<file path="src/rtl/fp_mul_normalizer.sv">
// Normalise/round stage of the binary32 multiplier: iterative one-shift-per-cycle
// normalisation with gradual underflow, RNE rounding. Define FP_MUL_FTZ_EN to flush tiny results to zero.
module fp_mul_normalizer #(
    parameter int EXP_W      = 10,
    parameter int MANT_W     = 48,
    parameter int TINY_LIMIT = -30
) (
    input  logic              clk,
    input  logic              rst,
    input  logic              ready,
    input  logic              in_sign,
    input  logic [EXP_W-1:0]  in_exp,
    input  logic [MANT_W-1:0] in_mant,
    input  logic              in_nan,
    input  logic              in_inf,
    input  logic              in_zero,
    output logic [31:0]       res,
    output logic              done,
    output logic              busy,
    output logic              overflow,
    output logic              underflow,
    output logic              inexact,
    output logic [1:0]        state_dbg
);

    // Handshake: ready is a one-cycle start strobe honoured only while busy=0;
    // done is a one-cycle pulse with res/flags registered on the same edge and
    // held until the next done. busy drops on the edge that raises done.

    // Two guard bits keep in_exp+1 and the rounding carry from wrapping.
    localparam int XW = EXP_W + 2;
    localparam logic signed [XW-1:0] ONE  = XW'(1);
    localparam logic signed [XW-1:0] EMAX = XW'(255);
    localparam logic signed [XW-1:0] TINY = XW'(TINY_LIMIT);

    typedef enum logic [1:0] {
        IDLE  = 2'd0,
        NORM  = 2'd1,
        ROUND = 2'd2
    } state_t;

    state_t                 state_q, state_d;
    logic [MANT_W-1:0]      w_q, w_d;
    logic signed [XW-1:0]   exp_q, exp_d;
    logic                   sticky_q, sticky_d;
    logic                   sign_q, sign_d;
    logic                   spec_q, spec_d;
    logic [31:0]            spec_res_q, spec_res_d;
    logic [31:0]            res_d;
    logic                   done_d, busy_d, ovf_d, unf_d, inex_d;

    logic [MANT_W-1:0]      cap_w;
    logic                   cap_sticky;
    logic signed [XW-1:0]   cap_exp;

    logic                   rnd_g, rnd_rs, rnd_inc, rnd_hid;
    logic [24:0]            rnd_sum;
    logic signed [XW-1:0]   rnd_exp;
    logic [22:0]            rnd_frac;
    logic [7:0]             rnd_field;

    assign state_dbg = state_q;

    always_comb begin
        cap_w      = in_mant;
        cap_sticky = 1'b0;
        cap_exp    = {{2{in_exp[EXP_W-1]}}, in_exp};
        if (in_mant[MANT_W-1]) begin
            cap_w      = in_mant >> 1;
            cap_sticky = in_mant[0];
            cap_exp    = cap_exp + ONE;
        end
        // Far too small to reach even the lowest subnormal: keep only stickiness.
        if (cap_exp < TINY) begin
            cap_w      = '0;
            cap_sticky = |in_mant;
            cap_exp    = ONE;
        end
    end

    always_comb begin
        rnd_g     = w_q[22];
        rnd_rs    = (|w_q[21:0]) | sticky_q;
        rnd_inc   = rnd_g & (rnd_rs | w_q[23]);
        rnd_sum   = {1'b0, w_q[46:23]} + {24'b0, rnd_inc};
        rnd_exp   = rnd_sum[24] ? exp_q + ONE : exp_q;
        rnd_frac  = rnd_sum[24] ? 23'd0 : rnd_sum[22:0];
        rnd_hid   = rnd_sum[24] | rnd_sum[23];
        rnd_field = rnd_hid ? rnd_exp[7:0] : 8'd0;
    end

    always_comb begin
        state_d    = state_q;
        w_d        = w_q;
        exp_d      = exp_q;
        sticky_d   = sticky_q;
        sign_d     = sign_q;
        spec_d     = 1'b0;
        spec_res_d = spec_res_q;
        res_d      = res;
        done_d     = 1'b0;
        busy_d     = busy;
        ovf_d      = overflow;
        unf_d      = underflow;
        inex_d     = inexact;

        case (state_q)
            IDLE: begin
                if (spec_q) begin
                    done_d = 1'b1;
                    busy_d = 1'b0;
                    res_d  = spec_res_q;
                    ovf_d  = 1'b0;
                    unf_d  = 1'b0;
                    inex_d = 1'b0;
                end else if (ready) begin
                    busy_d = 1'b1;
                    sign_d = in_sign;
                    if (in_nan) begin
                        spec_d     = 1'b1;
                        spec_res_d = 32'h7FC0_0000;
                    end else if (in_inf) begin
                        spec_d     = 1'b1;
                        spec_res_d = {in_sign, 8'hFF, 23'd0};
                    end else if (in_zero) begin
                        spec_d     = 1'b1;
                        spec_res_d = {in_sign, 31'd0};
                    end else begin
                        w_d      = cap_w;
                        exp_d    = cap_exp;
                        sticky_d = cap_sticky;
                        state_d  = NORM;
                    end
                end
            end
            NORM: begin
                if ((w_q == '0) && !sticky_q) begin
                    state_d = ROUND;
                end else if (exp_q < ONE) begin
`ifdef FP_MUL_FTZ_EN
                    state_d = ROUND;
`else
                    w_d      = w_q >> 1;
                    sticky_d = sticky_q | w_q[0];
                    exp_d    = exp_q + ONE;
`endif
                end else if (!w_q[46] && (exp_q > ONE) && (w_q != '0)) begin
                    w_d   = w_q << 1;
                    exp_d = exp_q - ONE;
                end else begin
                    state_d = ROUND;
                end
            end
            ROUND: begin
                done_d  = 1'b1;
                busy_d  = 1'b0;
                state_d = IDLE;
`ifdef FP_MUL_FTZ_EN
                if (exp_q < ONE) begin
                    res_d  = {sign_q, 31'd0};
                    ovf_d  = 1'b0;
                    unf_d  = 1'b1;
                    inex_d = (w_q != '0) | sticky_q;
                end else
`endif
                if (rnd_exp >= EMAX) begin
                    res_d  = {sign_q, 8'hFF, 23'd0};
                    ovf_d  = 1'b1;
                    inex_d = 1'b1;
                    unf_d  = ~w_q[46];
                end else begin
                    res_d  = {sign_q, rnd_field, rnd_frac};
                    ovf_d  = 1'b0;
                    inex_d = rnd_g | rnd_rs;
                    unf_d  = (rnd_g | rnd_rs) & ~w_q[46];
                end
            end
            default: state_d = IDLE;
        endcase
    end

    always_ff @(posedge clk or posedge rst) begin
        if (rst) begin
            state_q    <= IDLE;
            w_q        <= '0;
            exp_q      <= '0;
            sticky_q   <= 1'b0;
            sign_q     <= 1'b0;
            spec_q     <= 1'b0;
            spec_res_q <= 32'd0;
            res        <= 32'd0;
            done       <= 1'b0;
            busy       <= 1'b0;
            overflow   <= 1'b0;
            underflow  <= 1'b0;
            inexact    <= 1'b0;
        end else begin
            state_q    <= state_d;
            w_q        <= w_d;
            exp_q      <= exp_d;
            sticky_q   <= sticky_d;
            sign_q     <= sign_d;
            spec_q     <= spec_d;
            spec_res_q <= spec_res_d;
            res        <= res_d;
            done       <= done_d;
            busy       <= busy_d;
            overflow   <= ovf_d;
            underflow  <= unf_d;
            inexact    <= inex_d;
        end
    end

endmodule

</file>
<file path="config.mk">
export PLATFORM = sky130hd
export DESIGN_NAME = fp_mul_normalizer
export DESIGN_NICKNAME = d
export VERILOG_FILES = /design/src/rtl/fp_mul_normalizer.sv
export SDC_FILE = /design/constraint.sdc
export NUM_CORES = 1
export LEC_CHECK = 0
export CELL_PAD_IN_SITES_DETAIL_PLACEMENT = 0
export CELL_PAD_IN_SITES_GLOBAL_PLACEMENT = 1
export CORE_UTILIZATION = 41
export DETAILED_ROUTE_END_ITERATION = 6
export HOLD_SLACK_MARGIN = 0.1
export PLACE_DENSITY = 0.8
export SYNTH_ARGS = -nofsm -noshare
export SYNTH_HDL_FRONTEND = slang
export SYNTH_SLANG_ARGS = --single-unit
</file>
<file path="constraint.sdc">
create_clock -name clk -period 5.3 [get_ports clk]
set_input_delay 1.59 -clock clk [delete_from_list [all_inputs] [get_ports clk]]
set_output_delay 1.59 -clock clk [all_outputs]
set_load 0.01 [all_outputs]
</file>
* Yosys cells after proc, flatten, opt, wreduce, memory -nomap -nowiden
Cells that the tools add are included.
** Storage, ports and cells
- ROM bits :: 0
- Latch bits :: 0
- Input port bits :: 65
- Logic and storage cells :: 132
- Flip-flop bits (word level) :: 134
- Memories :: 0
- Output and inout bits :: 39
- Bits in writable memories :: 0
** Operators by class
- Bitwise operators :: 9
- Reduce and logical (&&, ||, !) cells :: 20
- $add $sub $neg :: 4
- Magnitude comparators :: 4
- Mux-type cells :: 68
- Equality and inequality tests :: 14
- Shifts and indexed selects :: 0
- $mul :: 0
- Div/mod/pow operators :: 0
** Operators by type and width (count)
- $mux 48 :: 8
- $mux 12 :: 11
- $mux 32 :: 4
- $pmux 48 s2 :: 1
- $mux 47 :: 2
- $pmux 32 s2 :: 1
- $logic_not 48->1 :: 1
- $reduce_bool 48->1 :: 1
- $reduce_or 48->1 :: 1
- $mux 31 :: 1
- $add 24x1->25 :: 1
- $pmux 12 s2 :: 1
- $mux 23 :: 1
- $mux 1 :: 22
- $reduce_or 22->1 :: 1
- $mux 2 :: 8
- $ne 2x2->1 const B :: 8
- $reduce_and 8->1 :: 2
- $add 12x2->12 const B :: 1
- $ge 12x9->1 const B :: 1
- $gt 12x2->1 const B :: 1
- $lt 12x2->1 const B :: 1
- $lt 12x6->1 const B :: 1
- $ne 3x3->1 const B :: 4
- 19 further kinds :: 35

* Longest topological paths before layout
- Depth in word-level cells :: 10
- Gate-level depth with buffers :: 13

* Worst setup path before layout
No wires, ideal clock.
- Path kind :: input-to-reg
- Start :: input in_mant[47]
- End :: register w_q[30]
- Slack :: 1.306 ns
- Data arrival time :: 3.862 ns
- Cell stages on the path :: 12
- Data required time :: 5.167 ns
- Cells stage by stage :: clkbuf_1 > buf_1 > a21oi_1 > nor3_1 > nor3_1 > ha_1 > nand2b_1 > clkbuf_1 > clkbuf_1 > nor2_1 > a221oi_1 > o21ai_1
** On the way
- Longest elaborated chain between the ends :: 9
- Elaborated cells between the ends (all ways) :: 10
- Those cells by class :: order compare: 1; mux: 9
** Ends and longest elaborated chain
- from (decl) :: RTL line 13 : input logic [MANT_W-1:0] in_mant,
- $mux 12 :: RTL line 68 : if (in_mant[MANT_W-1]) begin
- $lt 12x6->1 :: RTL line 74 : if (cap_exp < TINY) begin
- $mux 47 * :: RTL line 74
- $mux 48 * :: RTL line 125 : end else if (in_zero) begin
- $mux 48 * :: RTL line 122 : end else if (in_inf) begin
- $mux 48 * :: RTL line 119 : if (in_nan) begin
- $mux 48 * :: RTL line 116 : end else if (ready) begin
- $mux 48 * :: RTL line 109 : if (spec_q) begin
- $pmux 48 s2 * :: RTL line 107 : case (state_q)
- to (signal assigned) :: RTL line 199 : w_q <= w_d;
- to (decl) :: RTL line 43 : logic [MANT_W-1:0] w_q, w_d;
Every way passes the cells marked *; elsewhere a longest branch is shown, timed or not. The select of a mux whose other input is x is not followed.
A chain may end at the register's enable or synchronous reset.

* Final worst setup path
- Start :: input in_exp[1]
- End :: register w_q[23]
** On the way
- Longest elaborated chain between the ends :: 10
** Ends and longest elaborated chain
- from (decl) :: RTL line 12 : input logic [EXP_W-1:0] in_exp,
- $add 10x2->11 :: RTL line 71 : cap_exp = cap_exp + ONE;
- $mux 12 * :: RTL line 68
- $lt 12x6->1 * :: RTL line 74
- $mux 47 * :: RTL line 74
- $mux 48 * :: RTL line 125
- $mux 48 * :: RTL line 122
- $mux 48 * :: RTL line 119
- $mux 48 * :: RTL line 116
- $mux 48 * :: RTL line 109
- $pmux 48 s2 * :: RTL line 107
Marks and branches as above.

==> qor.yml <==
outcome:
  status: "finished, final reports clean"
logic_synthesis:
  yosysWarnings: 0
  synthesis.area_um2: 6844
  ys_async_sr_fraction: 1.000
  synth-seq-cells: 105
  ys_seq_area_frac: 0.3839
  syn_avg_cell_area_um2: 8.377
  synth_area_leaders: "dfrtp_1 38%, mux2i_1 7.6%, o21ai_1 6.3%, nand2_1 6.3%, a221oi_1 5.8%"
  synth_top_area_frac: 0.3839
  yosys.area.top_type: "dfrtp_1"
  synth_ff_type: "dfrtp_1"
  synthCells: 817
  synth_edf_count: 0
  syn_nets: 888
  netlist-cell-type-count: 62
timing:
  max_freq_mhz: 234.4
  setup_ws_ps: 1033
  tightestPinTransition_ps: 989.5
  fin_skew_ps: 5.670
  period_share: 0.8051
  setup_violations: 0
  hold_ws_ps: 471.9
  slew_headroom: 0.3396
  fin_crit_ps: 4267
  hold_viol: 0
  fin_setup_tns_ps: 0
  rsz0062_at_grt: "false"
  finalMaxSlewViolations: 0
run:
  drv_cap: 0
worst_setup_path:
  end_kind: "register"
  critPathLaunchType: "input port"
  crit_path_max_fanout: 28
  critical_path_required_ps: 5500
  arrival_ps: 4470
  path_class: "input port to register"
  r2r-start: "exp_q[0]"
  reg2reg_slack_ps: 1370
  crit_start: "in_exp[1]"
floorplanning:
  rows: 46
  ios: 104
  core_um2: 16120
  start_util: 0.4247
  die_w_um: 131.2
  die_h_um: 131.2
  dieArea_um2: 17210
min_path:
  min_path_type: "register to register"
  hp-start: "spec_res_q[30]"
detailed_routing:
  viasPerCell: 5.685
  wl_per_cell_um: 16.72
  firstDrtPassIters: 5
  vias: 6202
  drc_errors: 0
  drt_iter0_drc: 430
  routed_wl_mm: 18.25
  final_antenna_net_count: 0
grt:
  antenna_found_initial: 0
  grt_pass1_wl_mm: 30.89
  grt_usage: 0.2210
  grt_max_degree: 96
  grt_pass1_vias: 5979
  overflow: 0
layout:
  stdcell_area_um2: 8244
  areaGrowthSynthToFinish_pct: 20.46
  regArea_um2: 2628
  drive_gt1_frac: 0.05371
  fillers: 1525
  n_antenna_cell: 0
  multi_input_area_um2: 3875
  nNetsFinal: 941
  final_cells: 1091
cts:
  cts_resized: 0
  post_cts_buffers: 0
  clock-sinks: 105
  cts-root-buf: "clkbuf_16"
  ctsHoldBuffers: 0
  tritoncts: "yes"
  clk_path_buf_depth: 2
  clock_latency_ps: 350
  clk_pin_slew_ps: 70
  cts_made_buffers: 9
  cts_max_level: 3
power_and_ir_drop:
  power_per_cell_area_nw_per_um2: 444.2
  ir_drop_uv: 179.6
  p_leak_nw: 3.342
place:
  place_ws_ps: 658.5
  postPlaceCellArea_um2: 7936
  dpl.cell_count: 1075
  io_buffers: 103
  dp_hpwl_mm: 13.38
  place.gp.congestion: 0.9085
-- path summary, 6_finish.rpt --
check	end	depth (start not counted)
max	w_q[23]	13
min	spec_res_q[30]	2
max reg2reg	w_q[39]	8
min reg2reg	spec_res_q[30]	2
max in group asynchronous	w_q[45]	3
min in group asynchronous	res[8]	2
-- routing by layer --
metal / global-route usage / vias to the layer above / share of wire
li1: - / 3056 / -
met1: 0.3152 / 2940 / 0.49
met2: 0.3401 / 182 / 0.44
met3: 0.02855 / 24 / 0.042
met4: 0.08235 / 0 / 0.020
met5: 0 / - / 0
-- cells in the mapped netlist, drive strengths merged, types with 3 or more instances --
master	n
xor2	24
nor3b	3
a31oi	4
nor4b	3
buf	25
a21o	4
nand2b	5
nor4	26
nand3	18
a221oi	45
a21oi	25
dfrtp	105
nand4	17
or3	11
mux2i	52
nor3	15
nor2	84
and2	4
and4	5
and3	7
nand2	114
o21ai	96
ha	6
a22oi	3
inv	18
xnor2	22
o22ai	6
clkbuf	45
-- cells in the final DEF (no fill, tap or decap), types with 5 or more instances in the layout --
cell type	count
nand2_1	114
dfrtp_1	105
clkdlybuf4s50_1	102
o21ai_1	86
nor2_1	82
mux2i_1	52
a221oi_1	45
nor4_1	24
a21oi_1	24
xor2_1	24
xnor2_1	22
nand3_1	16
inv_1	16
nand4_1	15
nor3_1	14
or3_1	11
o21ai_0	9
clkbuf_16	9
buf_4	9
and3_1	6
o22ai_1	6
ha_1	6
nand2b_1	5
and4_1	5
-- area by class of cell --
type,instances,share of cell area
multi-input cells,624,0.4700
flip-flops and latches,105,0.3187
repair buffers,112,0.1326
well taps,216,0.03278
clock buffers,12,0.03111
inverters,18,0.008499
clock inverters,4,0.006222
-- cell families (layout without fill, tap and decap cells) --
| family | Yosys count | in the layout | share of synthesized area |
|---|---|---|---|
| mux | 53 | 53 | 0.07770 |
| compound gates | 201 | 201 | 0.1890 |
| xor+xnor | 46 | 46 | 0.05887 |
| flops | 105 | 105 | 0.3839 |
| fa+ha+maj | 6 | 6 | 0.01097 |
| simple gates | 318 | 318 | 0.2272 |
| buf+inv | 88 | 146 | 0.05228 |
-- through the flow --
stage | util | power, mW
floorplan | - | 2.458
global placement | 0.4925 | 2.936
detailed placement | 0.4925 | 2.977
CTS | 0.5116 | 3.673
global route | 0.5116 | 3.937
finish | 0.5116 | 3.662
-- worst max-delay path, cell delays in order --
cell	delay, ps
clkdlybuf4s50_1	520
ha_1	230
nand4_1	160
nor2_1	240
xor2_1	240
nand4_1	120
nor3_1	190
ha_1	250
nand2b_1	150
buf_4	330
nor2_1	80
a221oi_1	260
o21ai_1	100
-- flip-flops by register name, summed over array words and instances (netlist names) --
name and count:
busy 1, state_dbg 2, exp_q 12, sign_q 1, sticky_q 1, spec_q 1
res 32, underflow 1, spec_res_q 3, done 1, inexact 1, overflow 1
w_q 48
-- where the power goes --
| group | total [mW] | leakage, nW | internal (mW) | switching [mW] |
|---|---|---|---|---|
| sequential | 1.45 | 1.37 | 1.06 | 0.396 |
| combinational | 1.51 | 1.82 | 0.657 | 0.856 |
| clock | 0.695 | 0.149 | 0.393 | 0.302 |
(Power assumes the default switching activity.)
